===== src/rtl/video_pkg.sv =====
// rtl/video_pkg.sv - shared types and colour constants for the video pattern generator
// Contents: pattern_e (mode encoding), rgb_t (one nibble per channel), bar colour table.
package video_pkg;

    typedef enum logic [1:0] {
        PAT_SQUARE = 2'd0,
        PAT_BARS   = 2'd1,
        PAT_CHECK  = 2'd2,
        PAT_BOUNCE = 2'd3
    } pattern_e;

    // Colours are chosen at nibble precision and replicated up to BPC at the output.
    typedef struct packed {
        logic [3:0] r;
        logic [3:0] g;
        logic [3:0] b;
    } rgb_t;

    localparam rgb_t NIB_WHITE = 12'hFFF;
    localparam rgb_t NIB_BG    = 12'h137;
    localparam rgb_t NIB_BLACK = 12'h000;

    // Bar colours as {r,g,b} on/off bits; element 0 is the leftmost bar.
    // Order: white, yellow, cyan, green, magenta, red, blue, black.
    localparam logic [7:0][2:0] BAR_RGB = {
        3'b000, 3'b001, 3'b100, 3'b101, 3'b010, 3'b011, 3'b110, 3'b111
    };

endpackage


===== src/rtl/video_timing.sv =====
// rtl/video_timing.sv - raster counters, syncs, data enable and end-of-frame flag
// Ports: clk_pix/rst_pix (async active-high reset); cx, cy raster position;
//        hsync_c, vsync_c, de_c, frame_c combinational flags for the current (cx,cy).
module video_timing #(
    parameter int   CORDW    = 10,
    parameter int   H_ACTIVE = 640,
    parameter int   H_FP     = 16,
    parameter int   H_SYNC   = 96,
    parameter int   H_BP     = 48,
    parameter int   V_ACTIVE = 480,
    parameter int   V_FP     = 10,
    parameter int   V_SYNC   = 2,
    parameter int   V_BP     = 33,
    parameter logic SYNC_POL = 1'b0
) (
    input  logic             clk_pix,
    input  logic             rst_pix,
    output logic [CORDW-1:0] cx,
    output logic [CORDW-1:0] cy,
    output logic             hsync_c,
    output logic             vsync_c,
    output logic             de_c,
    output logic             frame_c
);

    localparam int H_TOTAL = H_ACTIVE + H_FP + H_SYNC + H_BP;
    localparam int V_TOTAL = V_ACTIVE + V_FP + V_SYNC + V_BP;

    localparam logic [CORDW-1:0] ONE    = CORDW'(1);
    localparam logic [CORDW-1:0] H_LAST = CORDW'(H_TOTAL - 1);
    localparam logic [CORDW-1:0] V_LAST = CORDW'(V_TOTAL - 1);
    localparam logic [CORDW-1:0] H_ACT  = CORDW'(H_ACTIVE);
    localparam logic [CORDW-1:0] V_ACT  = CORDW'(V_ACTIVE);
    localparam logic [CORDW-1:0] HS_BEG = CORDW'(H_ACTIVE + H_FP);
    localparam logic [CORDW-1:0] VS_BEG = CORDW'(V_ACTIVE + V_FP);
    // Sync end may equal 2**CORDW when the back porch is zero, hence the extra bit.
    localparam logic [CORDW:0]   HS_END = (CORDW+1)'(H_ACTIVE + H_FP + H_SYNC);
    localparam logic [CORDW:0]   VS_END = (CORDW+1)'(V_ACTIVE + V_FP + V_SYNC);

    logic hs_act;
    logic vs_act;

    always_ff @(posedge clk_pix or posedge rst_pix) begin
        if (rst_pix) begin
            cx <= '0;
            cy <= '0;
        end else if (cx == H_LAST) begin
            cx <= '0;
            cy <= (cy == V_LAST) ? '0 : cy + ONE;
        end else begin
            cx <= cx + ONE;
        end
    end

    assign hs_act  = (cx >= HS_BEG) && ({1'b0, cx} < HS_END);
    assign vs_act  = (cy >= VS_BEG) && ({1'b0, cy} < VS_END);
    assign hsync_c = hs_act ? SYNC_POL : ~SYNC_POL;
    assign vsync_c = vs_act ? SYNC_POL : ~SYNC_POL;
    assign de_c    = (cx < H_ACT) && (cy < V_ACT);
    assign frame_c = (cx == H_LAST) && (cy == V_LAST);

endmodule


===== src/rtl/pattern_gen_video.sv =====
// rtl/pattern_gen_video.sv - timing generator plus selectable test patterns, registered outputs
// Ports: clk_pix, rst_pix (async active-high); mode (0 square, 1 bars, 2 checker, 3 bounce);
//        sx, sy, hsync, vsync, de, frame, r, g, b all registered one clock after the raster counters.
module pattern_gen_video #(
    parameter int   CORDW    = 10,
    parameter int   BPC      = 8,
    parameter int   H_ACTIVE = 640,
    parameter int   H_FP     = 16,
    parameter int   H_SYNC   = 96,
    parameter int   H_BP     = 48,
    parameter int   V_ACTIVE = 480,
    parameter int   V_FP     = 10,
    parameter int   V_SYNC   = 2,
    parameter int   V_BP     = 33,
    parameter logic SYNC_POL = 1'b0,
    parameter int   SQ_SIZE  = 200,
    parameter int   CHK_LOG2 = 5
) (
    input  logic             clk_pix,
    input  logic             rst_pix,
    input  logic [1:0]       mode,
    output logic [CORDW-1:0] sx,
    output logic [CORDW-1:0] sy,
    output logic             hsync,
    output logic             vsync,
    output logic             de,
    output logic             frame,
    output logic [BPC-1:0]   r,
    output logic [BPC-1:0]   g,
    output logic [BPC-1:0]   b
);
    import video_pkg::*;

    localparam logic [CORDW-1:0] ONE    = CORDW'(1);
    localparam logic [CORDW-1:0] SQ_X0  = CORDW'((H_ACTIVE - SQ_SIZE) / 2);
    localparam logic [CORDW-1:0] SQ_Y0  = CORDW'((V_ACTIVE - SQ_SIZE) / 2);
    localparam logic [CORDW-1:0] BX_MAX = CORDW'(H_ACTIVE - SQ_SIZE);
    localparam logic [CORDW-1:0] BY_MAX = CORDW'(V_ACTIVE - SQ_SIZE);
    localparam logic [CORDW:0]   SQ_W   = (CORDW+1)'(SQ_SIZE);
    localparam logic [CORDW-1:0] BAR_W  = CORDW'(H_ACTIVE / 8);
    localparam logic [CORDW-1:0] BAR_LAST = CORDW'(7);

    logic [CORDW-1:0] cx, cy;
    logic             hsync_c, vsync_c, de_c, frame_c;

    video_timing #(
        .CORDW    (CORDW),
        .H_ACTIVE (H_ACTIVE), .H_FP (H_FP), .H_SYNC (H_SYNC), .H_BP (H_BP),
        .V_ACTIVE (V_ACTIVE), .V_FP (V_FP), .V_SYNC (V_SYNC), .V_BP (V_BP),
        .SYNC_POL (SYNC_POL)
    ) u_timing (
        .clk_pix (clk_pix),
        .rst_pix (rst_pix),
        .cx      (cx),
        .cy      (cy),
        .hsync_c (hsync_c),
        .vsync_c (vsync_c),
        .de_c    (de_c),
        .frame_c (frame_c)
    );

    pattern_e         mode_q;
    logic [CORDW-1:0] bx, by;
    logic             dx_neg, dy_neg;

    // Mode and bounce position only move at the frame boundary so a frame never tears.
    always_ff @(posedge clk_pix or posedge rst_pix) begin
        if (rst_pix) begin
            mode_q <= PAT_SQUARE;
            bx     <= '0;
            by     <= '0;
            dx_neg <= 1'b0;
            dy_neg <= 1'b0;
        end else if (frame_c) begin
            mode_q <= pattern_e'(mode);

            if (!dx_neg && bx == BX_MAX) begin
                dx_neg <= 1'b1;
                bx     <= bx - ONE;
            end else if (dx_neg && bx == '0) begin
                dx_neg <= 1'b0;
                bx     <= bx + ONE;
            end else begin
                bx <= dx_neg ? bx - ONE : bx + ONE;
            end

            if (!dy_neg && by == BY_MAX) begin
                dy_neg <= 1'b1;
                by     <= by - ONE;
            end else if (dy_neg && by == '0) begin
                dy_neg <= 1'b0;
                by     <= by + ONE;
            end else begin
                by <= dy_neg ? by - ONE : by + ONE;
            end
        end
    end

    logic [CORDW-1:0] sq_x, sq_y;
    logic             in_sq;
    logic [CORDW-1:0] bar_pos;
    logic [2:0]       bar_idx;
    logic [2:0]       bar_bits;
    rgb_t             nib;

    always_comb begin
        nib      = NIB_BLACK;
        sq_x     = (mode_q == PAT_BOUNCE) ? bx : SQ_X0;
        sq_y     = (mode_q == PAT_BOUNCE) ? by : SQ_Y0;
        // One extra bit so the far edge of the square cannot wrap.
        in_sq    = ({1'b0, cx} >= {1'b0, sq_x}) && ({1'b0, cx} < ({1'b0, sq_x} + SQ_W)) &&
                   ({1'b0, cy} >= {1'b0, sq_y}) && ({1'b0, cy} < ({1'b0, sq_y} + SQ_W));
        bar_pos  = cx / BAR_W;
        // Pixels past the eighth bar (H_ACTIVE not a multiple of 8) stay black.
        bar_idx  = (bar_pos > BAR_LAST) ? 3'd7 : bar_pos[2:0];
        bar_bits = BAR_RGB[bar_idx];

        case (mode_q)
            PAT_SQUARE, PAT_BOUNCE: nib = in_sq ? NIB_WHITE : NIB_BG;
            PAT_BARS:  nib = {{4{bar_bits[2]}}, {4{bar_bits[1]}}, {4{bar_bits[0]}}};
            PAT_CHECK: nib = (cx[CHK_LOG2] ^ cy[CHK_LOG2]) ? NIB_WHITE : NIB_BLACK;
            default:   nib = NIB_BLACK;
        endcase

        if (!de_c) begin
            nib = NIB_BLACK;
        end
    end

    always_ff @(posedge clk_pix or posedge rst_pix) begin
        if (rst_pix) begin
            sx    <= '0;
            sy    <= '0;
            hsync <= ~SYNC_POL;
            vsync <= ~SYNC_POL;
            de    <= 1'b0;
            frame <= 1'b0;
            r     <= '0;
            g     <= '0;
            b     <= '0;
        end else begin
            sx    <= cx;
            sy    <= cy;
            hsync <= hsync_c;
            vsync <= vsync_c;
            de    <= de_c;
            frame <= frame_c;
            r     <= {(BPC/4){nib.r}};
            g     <= {(BPC/4){nib.g}};
            b     <= {(BPC/4){nib.b}};
        end
    end

endmodule


===== config.mk =====
export PLATFORM = sky130hd
export DESIGN_NAME = pattern_gen_video
export DESIGN_NICKNAME = d
export VERILOG_FILES = /design/src/rtl/video_pkg.sv /design/src/rtl/video_timing.sv /design/src/rtl/pattern_gen_video.sv
export SDC_FILE = /design/constraint.sdc
export NUM_CORES = 1
export LEC_CHECK = 0
export CAP_MARGIN = 0
export CORE_ASPECT_RATIO = 1.5
export CORE_MARGIN = 3
export CORE_UTILIZATION = 57
export CTS_CLUSTER_DIAMETER = 100
export CTS_CLUSTER_SIZE = 25
export DETAILED_ROUTE_END_ITERATION = 10
export PLACE_DENSITY = 0.89
export SLEW_MARGIN = 20
export SYNTH_ARGS = -nofsm -noshare
export SYNTH_HDL_FRONTEND = slang
export SYNTH_HIERARCHICAL = 1
export SYNTH_SLANG_ARGS = --single-unit

===== constraint.sdc =====
create_clock -name clk_pix -period 3.9 [get_ports clk_pix]
set_clock_uncertainty 0.2 [all_clocks]
set_input_delay 0.975 -clock clk_pix [delete_from_list [all_inputs] [get_ports clk_pix]]
set_output_delay 0.975 -clock clk_pix [all_outputs]
set_load 0.03 [all_outputs]

======== Word-level counts from Yosys, hierarchy flattened ========
Memories as Yosys holds them, arrays and structs flattened.
Cells that the tools add are included.
storage, ports and cells
  register bits ........................... 92
  latch bits .............................. 0
  memory bits (writable) .................. 0
  ROM bits ................................ 24
  input bits .............................. 4
  output and inout bits ................... 48
  word-level logic and storage cells ...... 89
  memories kept ........................... 1
operators by class
  $add $sub $neg .......................... 8
  multipliers ............................. 0
  divide/modulo/power cells ............... 1
  $lt $le $gt $ge ......................... 12
  equal/unequal tests ..................... 7
  shift operators ......................... 0
  mux-type cells .......................... 22
  bitwise operators ....................... 1
  reductions and logical operators ........ 21
memory list
  memory            words  bits a word  rd ports  clocked after Yosys merged registers in  write ports  RTL line                  source
  (name not given)  8      3            1         0                                        0            pattern_gen_video.sv:116  bar_bits = BAR_RGB[bar_idx];
operators with widths
  kind                   count
  $mux 10                10
  $add 10x1->10 const B  4
  $mux 12                3
  $pmux 12 s3            1
  $add 10x8->11 const B  2
  $lt 10x11->1           2
  $eq 10x10->1 const B   2
  $eq 10x9->1 const B    2
  $ge 10x10->1           2
  $logic_not 10->1       2
  $lt 10x10->1 const B   2
  $lt 10x9->1 const B    2
  $sub 10x1->10 const B  2
  $logic_and 1x1->1      11
  $div 10x7->10 const B  1
  $ge 10x10->1 const B   1
  $ge 10x9->1 const B    1
  $gt 10x3->1 const B    1
  $mux 1                 6
  $mux 3                 2
  $eq 2x2->1 const B     2
  $lt 3x4->1 const B     1
  $reduce_and 2->1       2
  $reduce_bool 2->1      2
  other kinds (5)        6

======== Longest topological paths before layout ========
  word-level depth ........................ 10
  depth in mapped cells ................... 17
  mapped depth without buffers ............ 15

======== Hierarchy ========
Netlist, hierarchy kept.
modules (own cells, without submodules)
  module             instances  cells an instance  area an instance (µm²)  seq. area each (µm²)
  pattern_gen_video  1          405                3,774.9                 1,353.8
  video_timing       1          112                1,092.3                 500.5

======== Worst setup path before layout ========
No wires, ideal clock.
  path type ............................... reg2reg
  start ................................... register mode_q[0]
  end ..................................... register b[3]
  library setup time ...................... 121 ps
  arrival time ............................ 2,817 ps
  required time ........................... 3,579 ps
  setup slack ............................. 762 ps
  stages on the path, launching flop included .. 15
  path buffers ............................ 1
  period minus slack after synthesis ...... 3,138 ps
  path through ............................ dfrtp_1 -> ha_1 -> clkbuf_1 -> nand2b_1 -> ha_1 -> a21o_1 -> or2_2 -> and3_1 -> ha_1 -> o211ai_1 -> or3_1 -> a21oi_1 -> o2111ai_1 -> nand4_1 -> nor2b_1
RTL lines
  element                 RTL line                  source
  start, declared         pattern_gen_video.sv:62   pattern_e mode_q;
  start signal, assigned  pattern_gen_video.sv:75   mode_q <= pattern_e'(mode);
  end signal, assigned    pattern_gen_video.sv:150  b <= {(BPC/4){nib.b}};
  end, declared           pattern_gen_video.sv:30   output logic [BPC-1:0] b

==> results.toml <==
[outcome]
status = "finished clean"

[detailed_routing]
vias_per_cell = 5.94
firstDrtPassIters = 5
routed_wl_um = 10600
wire_per_inst_um = 16.3
drc_errors = 0
vias = 3882
drt-initial-drc-count = 210
drt.antenna.violating_nets = 0
wl_met2_um = 5670
drt-met1-wl_um = 4260
wl_met3_um = 459
top_layer = "met4"

[clocking]
cts-root-buf = "clkbuf_16"
cts.path.max_buffers = 2
h-tree-depth = 3
cts_resized = 0
cts_sinks = 74
cts_buffers = 9
clk_latency_ns = 0.34
clk_pin_slew_worst_paths_ns = 0.06
cts_hold_buf = 0
cts_tree = "yes"
postCtsSetupRepairBufs = 0

[die]
start_util = 0.597
io_pins = 52
die_height_um = 119
rows = 40
core_um2 = 8160
dieArea_um2 = 9710
die_w_um = 81.5

[layout]
area.sequential_um2 = 1850
fill_cells = 595
drive_above_1_share = 0.0766
antennaDiodeCount = 0
final_util = 0.690
multi_input_area_um2 = 2630
finalNetCount = 597
syn_to_final_growth_pct = 15.6

[logic_synthesis]
synth_edf_count = 0
synth_area_leader_cell = "dfrtp_1"
synth_area_um2 = 4870
synth_top_area_share = 0.370
synth_seq_area_share = 0.381
yosysUniqueCellTypes = 64
synthArstFlopShare = 1.00
syn-num-nets = 571
synth_area_per_cell_um2 = 9.41
synth-seq-cells = 74
yosys_warnings = 6
yosysMostFrequentCell = "dfrtp_1"
ys_top_cells_by_area = "dfrtp_1 (37%), ha_1 (13%), xnor2_1 (4.5%)"
synth_cells = 517
ys.flop_type = "dfrtp_1"
synth_common_cells = "dfrtp_1 (72), ha_1 (50), nand2_1 (48)"

[critical_path]
crit_path_max_incr_delay_ns = 0.37
setup.worst_path.end_class = "flop"
path_common_cell = "ha_1"
worstPathRequired_ns = 3.96
cp.arrival_ns = 3.35
worst_path_max_delay_cell = "dfrtp_1"
path_cells = "ha_1 > buf_4 > nand2b_1 > ha_1 > a21oi_1 > nand2b_1 > nand2_1 > xnor2_1 > nand2_1 > ha_1 > a21oi_1 > nor2_1 > o31ai_1 > nand4_1 > nor2b_1"
crit_path_start_kind = "flop"
worstSetupPathType = "flop to flop"
crit_fanout = 25

[timing]
final_max_slew_viol_count = 0
hold_viol = 0
fin_crit_ns = 3.29
tightest_slew_ns = 0.843
setup_violations = 0
maxSlewHeadroom = 0.438
rsz0062_at_grt = "no"
setup_tns_ns = 0
finalCritPeriodShare = 0.844
fmaxAchievable_mhz = 304

[grt]
grt_use_total = 0.234
grt_max_degree = 30
grt-ovfl-total = 0
grt_pass1_vias = 3855
grt_pass1_wl_um = 17900
antenna_found_initial = 0

[power_and_ir_drop]
ir_worst_vdd_mv = 0.221
p_per_area_nw_per_um2 = 292
p_leak_nw = 2.59

[placement]
hpwl_um = 7650
gp_congestion = 0.879
port_buffers = 51

[worst_hold_path]
hold_class = "flop to flop"

[run]
max_cap_viol_count = 0
-- per-stage QoR --
step / cells / hold slack (ns) / worst slack, ns / area, µm² / total power (W)
after floorplan: 517 / 0.219 / 0.762 / 4870 / 0.000793
after CTS: 653 / 0.278 / 0.635 / 5630 / 0.00166
final: 653 / 0.273 / 0.606 / 5630 / 0.00165
after detailed placement: 637 / 0.263 / 0.654 / 5310 / 0.000803
after global placement: 637 / 0.248 / 0.836 / 5310 / 0.000803
after global routing: 653 / 0.294 / 0.401 / 5630 / 0.00169
-- per-layer routing --
metal / GRT usage / vias up
met5: 0 / -
met4: 0.112 / 0
met2: 0.412 / 127
met3: 0.0371 / 24
li1: - / 1851
met1: 0.268 / 1880
-- critical path, delay by kind of cell, from the launching register on --
kind                     cells  cell delay (ns)
adder cells (fa/ha/maj)      3             0.80
AND/OR/NAND/NOR              7             0.83
buffers and inverters        1             0.27
flip-flops                   1             0.37
XOR/XNOR                     1             0.13
AO/OA/AOI/OAI                3             0.60
-- sequential cells by signal, summed over array words and instances (netlist names) --
signal       count
bx              10
by              10
sx              10
sy              10
u_timing/cx     10
u_timing/cy     10
b                2
g                2
mode_q           2
r                2
de               1
dx_neg           1
dy_neg           1
frame            1
hsync            1
vsync            1
-- cells in the final DEF (no fill, tap or decap), drive strengths merged, types with 4 or more instances in the layout --
| cell | netlist | final |
|---|---|---|
| dfrtp | 72 | 72 |
| clkdlybuf4s50 | 0 | 51 |
| ha | 50 | 50 |
| nand2 | 48 | 48 |
| inv | 32 | 33 |
| nor2 | 30 | 30 |
| xnor2 | 25 | 25 |
| o21ai | 23 | 23 |
| nand3 | 20 | 20 |
| a21oi | 15 | 15 |
| xor2 | 15 | 15 |
| nand2b | 11 | 11 |
| nand4 | 11 | 11 |
| nor2b | 10 | 10 |
| clkbuf | 19 | 10 |
| nor3 | 9 | 9 |
| buf | 25 | 8 |
| a31oi | 7 | 7 |
| and3 | 6 | 6 |
| a21o | 6 | 6 |
| and2 | 6 | 6 |
| nor4 | 6 | 6 |
| nor3b | 5 | 5 |
| or3 | 5 | 5 |
| nor4b | 5 | 5 |
| and4 | 5 | 5 |
| or4 | 5 | 5 |
| a221oi | 4 | 4 |
| o211ai | 4 | 4 |
| clkinv | 0 | 4 |
-- power by group --
group | leakage [nW] | internal (W) | total, W | switching, W
registers | 0.956 | 0.000768 | 0.000768 | 0
clock network | 0.153 | 0.000519 | 0.000857 | 0.000338
logic | 1.48 | 0.00000478 | 0.0000205 | 0.0000157
total | 2.59 | 0.00129 | 0.00165 | 0.000354
-- worst paths after layout --
path / start / end / slack, ns / depth (start not counted)
max: mode_q[1]$_DFFE_PP0P_ / b[3]$_DFF_PP0_ / 0.61 / 15
min: u_timing/cy[0]$_DFFE_PP0N_ / sy[0]$_DFF_PP0_ / 0.27 / 0
max reg2reg: mode_q[1]$_DFFE_PP0P_ / b[3]$_DFF_PP0_ / 0.61 / 15
min reg2reg: u_timing/cy[0]$_DFFE_PP0N_ / sy[0]$_DFF_PP0_ / 0.27 / 0
max in group asynchronous: rst_pix / u_timing/cx[7]$_DFF_PP0_ / 2.02 / 2
min in group asynchronous: rst_pix / sy[3]$_DFF_PP0_ / 0.83 / 2
-- cells by family (layout without fill, tap and decap cells) --
kind of cell | Yosys count | after routing | share of synthesized area
mux | 2 | 2 | 0.00437
fa+ha+maj | 50 | 50 | 0.129
simple gates | 193 | 193 | 0.221
xor+xnor | 40 | 40 | 0.0720
buf+inv | 76 | 107 | 0.0797
flops | 74 | 74 | 0.381
compound gates | 82 | 82 | 0.113
-- area by class of cell --
type / instances / share of cell area
Clock inverter: 6 / 0.0131
Timing Repair Buffer: 59 / 0.104
Inverter: 32 / 0.0213
Multi-Input combinational cell: 367 / 0.467
Clock buffer: 10 / 0.0425
Sequential cell: 74 / 0.330
Tap cell: 105 / 0.0233
Note: power is estimated with default switching activity, not from simulation.
